## src/rtl/de_regfile_scoreboard.sv

```systemverilog
// rtl/de_regfile_scoreboard.sv - DE register file with per-register pending-write scoreboard (option: REGFILE_BYPASS_EN)
module de_regfile_scoreboard #(
  parameter int DBITS     = 32,
  parameter int REGNOBITS = 5,
  parameter int REGWORDS  = 32,
  parameter int PEND_BITS = 2
) (
  input  logic                 clk,
  input  logic                 reset,
  input  logic                 wb_wr_reg,
  input  logic [REGNOBITS-1:0] wb_wregno,
  input  logic [DBITS-1:0]     wb_regval,
  input  logic                 de_valid,
  input  logic [REGNOBITS-1:0] de_rs1,
  input  logic [REGNOBITS-1:0] de_rs2,
  input  logic                 de_rs1_used,
  input  logic                 de_rs2_used,
  input  logic                 de_wr_reg,
  input  logic [REGNOBITS-1:0] de_rd,
  output logic [DBITS-1:0]     rs1_val,
  output logic [DBITS-1:0]     rs2_val,
  output logic                 de_stall,
  output logic                 wb_unexpected
);

`ifdef REGFILE_BYPASS_EN
  localparam logic BYPASS = 1'b1;
`else
  localparam logic BYPASS = 1'b0;
`endif

  localparam logic [PEND_BITS-1:0] CNT_MAX = '1;
  localparam logic [PEND_BITS-1:0] CNT_ONE = PEND_BITS'(1);

  logic [DBITS-1:0]     regs [REGWORDS];
  logic [PEND_BITS-1:0] cnt  [REGWORDS];

  logic rs1_hit, rs2_hit;
  logic rs1_busy, rs2_busy, rd_full;
  logic issue, retire, same_reg;

  // Operand read with optional WB forwarding, hazard detection and issue/retire qualification
  always_comb begin
    rs1_hit  = BYPASS && wb_wr_reg && (wb_wregno == de_rs1) && (de_rs1 != '0);
    rs2_hit  = BYPASS && wb_wr_reg && (wb_wregno == de_rs2) && (de_rs2 != '0);

    rs1_val = '0;
    if (!reset && de_rs1 != '0) rs1_val = rs1_hit ? wb_regval : regs[de_rs1];
    rs2_val = '0;
    if (!reset && de_rs2 != '0) rs2_val = rs2_hit ? wb_regval : regs[de_rs2];

    // A count of exactly one that is retiring right now is covered by the forwarded value
    rs1_busy = (de_rs1 != '0) && (cnt[de_rs1] != '0) && !(rs1_hit && cnt[de_rs1] == CNT_ONE);
    rs2_busy = (de_rs2 != '0) && (cnt[de_rs2] != '0) && !(rs2_hit && cnt[de_rs2] == CNT_ONE);
    rd_full  = de_wr_reg && (de_rd != '0) && (cnt[de_rd] == CNT_MAX);

    de_stall = !reset && de_valid &&
               ((de_rs1_used && rs1_busy) || (de_rs2_used && rs2_busy) || rd_full);
    issue    = !reset && de_valid && !de_stall && de_wr_reg && (de_rd != '0);
    retire   = wb_wr_reg && (wb_wregno != '0);
    same_reg = issue && retire && (wb_wregno == de_rd);
  end

  // Architectural register array; x0 writes are dropped
  always_ff @(posedge clk) begin
    if (reset) begin
      for (int i = 0; i < REGWORDS; i++) regs[i] <= '0;
    end else if (retire) begin
      regs[wb_wregno] <= wb_regval;
    end
  end

  // Pending-writer counters and sticky unexpected-retire flag
  always_ff @(posedge clk) begin
    if (reset) begin
      for (int i = 0; i < REGWORDS; i++) cnt[i] <= '0;
      wb_unexpected <= 1'b0;
    end else begin
      if (issue && !same_reg) cnt[de_rd] <= cnt[de_rd] + CNT_ONE;
      if (retire && !same_reg && cnt[wb_wregno] != '0) cnt[wb_wregno] <= cnt[wb_wregno] - CNT_ONE;
      if (retire && cnt[wb_wregno] == '0) wb_unexpected <= 1'b1;
    end
  end

endmodule

```

## config.mk

```make
export PLATFORM = sky130hd
export DESIGN_NAME = de_regfile_scoreboard
export DESIGN_NICKNAME = d
export VERILOG_FILES = /design/src/rtl/de_regfile_scoreboard.sv
export SDC_FILE = /design/constraint.sdc
export NUM_CORES = 2
export LEC_CHECK = 0
export CORE_MARGIN = 4
export CORE_UTILIZATION = 57
export CTS_CLUSTER_SIZE = 12
export DETAILED_ROUTE_END_ITERATION = 7
export MAX_ROUTING_LAYER = met4
export PLACE_DENSITY = 0.85
export SYNTH_ARGS = -nofsm -noshare
export SYNTH_HDL_FRONTEND = slang
export SYNTH_SLANG_ARGS = --single-unit
export TNS_END_PERCENT = 100
```

## constraint.sdc

```tcl
create_clock -name clk -period 7.4 [get_ports clk]
set_input_delay 1.48 -clock clk [delete_from_list [all_inputs] [get_ports clk]]
set_output_delay 1.48 -clock clk [all_outputs]
set_load 0.1 [all_outputs]
```

Word level (Yosys, flattened, before mapping)
Memories as Yosys holds them, arrays and structs flattened.
Cells that the tools add are included.
- register bits: 1
- bits of input ports: 59
- logic and storage cells: 65
- RAM bits: 1088
- memories: 2
- memories (memory ; depth ; width ; rd ports ; clocked after memory_dff ; wr ports ; line ; text):
    regs ; 32 ; 32 ; 2 ; 0 ; 32 ; 35 ; logic [DBITS-1:0] regs [REGWORDS];
    cnt ; 32 ; 2 ; 4 ; 0 ; 32 ; 36 ; logic [PEND_BITS-1:0] cnt [REGWORDS];
- reduce and logical (&&, ||, !) cells: 36
- equal/unequal tests: 2
- $add $sub $neg: 2
- multiplexer cells: 22
- operators with widths (kind ; count):
    $mux 32 ; 3
    $reduce_or 32->1 ; 1
    $logic_and 1x1->1 ; 20
    $reduce_bool 5->1 ; 4
    $mux 5 ; 3
    $mux 1 ; 14
    $reduce_bool 2->1 ; 3
    $eq 5x5->1 ; 1
    $mux 2 ; 2
    $reduce_or 2->1 ; 2
    $logic_not 1->1 ; 3
    $add 2x1->2 const B ; 1
    $eq 2x2->1 const B ; 1
    $logic_not 2->1 ; 1
    $logic_or 1x1->1 ; 2
    $sub 2x1->2 const B ; 1

Logic depth before layout (Yosys ltp)
An unclocked memory read counts as a cell.
- depth in word-level cells: 21
- depth in mapped cells: 12
- mapped depth without buffers: 9

Least setup slack after synthesis
OpenSTA, ideal clock, no wires.
- path type: in2out
- from: in de_rs2[1]
- to: out rs2_val[26]
- data required time: 5.920 ns
- data arrival time: 4.179 ns
- setup slack: 1.741 ns
- stages on the path: 8
- cell sequence: buf_6 -> buf_2 -> clkbuf_1 -> buf_1 -> mux4_2 -> mux4_2 -> mux2i_1 -> nor2_1
- word-level cells in the longest chain between the ends: 3
- ends and longest elaborated chain (item ; line ; text):
    from (decl) ; 15 ; input logic [REGNOBITS-1:0] de_rs2,
    parallel branches: the longest is 2 deep, another holds $mem_v2 32x32 ; n/a ;
    $mux 32 * ; 50 ; if (!reset && de_rs2 != '0) rs2_val = rs2_hit ? wb_regval : regs[de_rs2];
    to (decl) ; 21 ; output logic [DBITS-1:0] rs2_val,
Mark *: on every way between the ends.

Final worst setup path
- from: in de_rs1[0]
- to: out rs1_val[16]
- word-level cells in the longest chain between the ends: 3
- ends and longest elaborated chain (item ; line ; text):
    from (decl) ; 14 ; input logic [REGNOBITS-1:0] de_rs1,
    parallel branches: the longest is 2 deep, another holds $mem_v2 32x32 ; n/a ;
    $mux 32 * ; 48 ; if (!reset && de_rs1 != '0) rs1_val = rs1_hit ? wb_regval : regs[de_rs1];
    to (decl) ; 20 ; output logic [DBITS-1:0] rs1_val,
Marks and branches as above.

==> impl_results.md <==
* DRT Wirelength at 192000 µm
* Average vias per placed instance at 7.51
* Slowest CP cell: buf_8
* Layout cells sized above 1 at 0.294
* Crit-path most repeated cell: buf_4
* Critical path class: in -> out
* Die Area at 109000 µm²
* Slew at the pin closest to its max-slew limit at 1350 ps
* Initial antenna violation count at 15
* Sequential cell area at 32700 µm²
* Post-route DRC at 0
* Die Wd at 331 µm
* Adder-Cell Fraction of Synth Area at 0.000422
* Synth Area in Compound Gates at 0.0225
* Vias in the first global route at 39100
* CTS tree: yes
* Clock buffer count from CTS at 110
* Rows at 118
* Final setup TNS at 0 ps
* Max FO, Critical Path at 87
* Worst hold path cell count at 2
* Post-synthesis sequential area ratio at 0.551
* Critical path startpoint category: input port
* Reg2reg end: cnt[29][1]
* VDD IR max at 0.229 mV
* Final setup vio count at 0
* Worst skew pair latency at 700 ps
* Fin nets at 3734
* R2R cell count at 8
* Footprint of the multi-input gates at 25600 µm²
* Die Span Y at 331 µm
* Area grow syn2layout at 10.2%
* Mux cell area share after synthesis at 0.270
* Critical Path RT at 5920 ps
* Tot GR Track Use at 0.367
* Clk pin slew, worst setup/hold paths at 60 ps
* Root buffer cell: clkbuf_16
* CP Capture Type: output port
* Pwr dens at 224 nW/µm²
* Tmin final at 6590 ps
* Slew Viols, Final at 0
* Initial Utilization at 0.573
* Routed Antenna Nets at 0
* CTS max path bufs at 3
* Synth unique cells at 63
* Top-Level Pins at 125
* Leak at 21.8 nW
* FF+latch count, synth at 1089
* # Max-Cap Violations at 0
* Yosys warns at 0
* Iteration-0 DRC count of the detailed router at 7145
* EDFF count, synth at 1088
* R2r setup slk at 3360 ps
* RSZ-0062 raised after global routing: no
* First-pass GRT wire length at 274000 µm
* Total grt overflow at 0
* Vias at 38600
* Core outline area at 103000 µm²
* Simple-Gate Fraction of Synth Area at 0.125
* Total design power at 0.0147 W
* Largest net degree at the start of global routing at 109
* Avg WL per Cell at 37.5 µm
* Xor-xnor portion of the synthesized cell area at 0.000738
* Share of the synthesized area in the top cell type at 0.551
* Area leader, netlist: edfxtp_1
* Post-Syn Area at 59300 µm²
* Clk sinks at 1089
* H-tree Lvls at 3
* Hold bufs inserted after CTS at 0
* WHS Endpoint: wb_unexpected
* Post-Synthesis Cells at 3687
* Placer Congestion at 0.937
* HPWL Detailed at 108000 µm
* Hold WC Path Type: reg -> reg
* Final period util at 0.890
* PortBufs at 124
* WP data arrival at 5110 ps
* Post-CTS Setup Bufs at 0
* Finished Core Util at 0.632
* Commonest non-fill, non-tap cell in the layout: edfxtp_1
* Max frequency at 152 MHz
* Status: finished, final reports clean
* Drt pass-1 iters at 6
* Worst r2r src: cnt[31][0]
* Avg Inst Size Synth at 16.1 µm²
* Worst-path cell chain: buf_8, buf_4, buf_4, mux4_2, mux4_2, mux2i_1, nor2_1, buf_4
* Asr flop ratio synth at 0
* Resized Gates After CTS at 0
* Combinational family with the most area after synthesis: multiplexers
* Filler cells at 6725
* Worst Skew at 10.4 ps
* Final Hold Viols at 0
* Max_slew headroom at 0.0972
* HP Start: wb_unexpected
* Top cells by area, synth: edfxtp_1 (55%), mux4_2 (26%), and2_1 (10%), clkbuf_1 (1.8%), mux2i_1 (1.1%)
* Synth Flop Type: edfxtp_1
* CP peak stage delay at 740 ps
* Most frequent cells in the layout: edfxtp_1 (1088), and2_1 (994), mux4_2 (681)
## logic make-up (layout without fill, tap and decap cells)
kind of cell	count (synthesis)	after routing
AOI/OAI and AO/OA	177	177
xor gates and xnor gates	5	5
DFF	1089	1089
buffers and inverters	417	439
and+or+nand+nor	1248	1248
muxes	748	748
other	1	49
adders and majority gates	2	2
## final cells by class
cell class | count | share of cell area
Inverter | 9 | 0.000670
Antenna cell | 15 | 0.000574
Clock buffer | 138 | 0.0438
Clock inverter | 43 | 0.00434
Multi-Input combinational cell | 2214 | 0.391
Sequential cell | 1089 | 0.500
Tap cell | 1380 | 0.0264
Timing Repair Buffer | 249 | 0.0333
## metrics by stage
stage          cells  area [µm²]  setup WS, ps  hold WS, ps
4_1_cts         5122       65400           832          484
6_report        5137       65400           812          485
2_1_floorplan   3720       59500          1740          909
5_1_grt         5133       65400           624          540
3_5_place_dp    4941       62200           830          469
3_3_place_gp    4941       62200           815          454
## power by group
part | switching [W] | internal (W)
clock | 0.00238 | 0.00275
combinational | 0.00136 | 0.000877
sequential | 0.000191 | 0.00713
total | 0.00393 | 0.0108
## sequential cells by signal, summed over array words and instances, names as in the netlist
signal	count
wb_unexpected	1
cnt	64
regs	1024
## critical path, delay by kind of cell
kind / cells / cell delay (ps)
multiplexers: 3 / 1460
buffers and inverters: 4 / 1950
AND/OR/NAND/NOR: 1 / 120
## synth_stat cells (6+ instances only)
cell / number
edfxtp_1: 1088
and2_1: 994
mux4_2: 681
clkbuf_1: 281
nor2_1: 137
o22ai_1: 65
mux2i_1: 64
buf_2: 63
buf_1: 40
o21ai_0: 36
nand2_1: 29
o221ai_1: 28
or3_1: 20
buf_6: 18
nor3_1: 13
a22oi_1: 8
inv_1: 8
nor3b_1: 8
nand3b_1: 7
a21oi_1: 6
buf_4: 6
nand2b_1: 6
or2_2: 6
## per-layer routing
| metal | wire (µm) | up-vias | GRT usage |
|---|---|---|---|
| li1 | - | 14400 | - |
| met1 | 57000 | 19100 | 0.435 |
| met2 | 89600 | 4102 | 0.546 |
| met3 | 29900 | 986 | 0.113 |
| met4 | 15900 | 0 | 0.244 |
| met5 | 0 | - | - |
## worst max path at each step
stage | start | endpoint | slack (ps) | cells past startpoint
2_1_floorplan | de_rs2[1] | rs2_val[26] | 1740 | 8
3_3_place_gp | de_rs1[0] | rs1_val[16] | 810 | 8
3_5_place_dp | de_rs1[0] | rs1_val[16] | 830 | 8
4_1_cts | de_rs1[0] | rs1_val[16] | 830 | 8
5_1_grt | de_rs1[0] | rs1_val[16] | 620 | 8
6_report | de_rs1[0] | rs1_val[16] | 810 | 8
No activity file was read; power rests on OpenSTA's default activity.
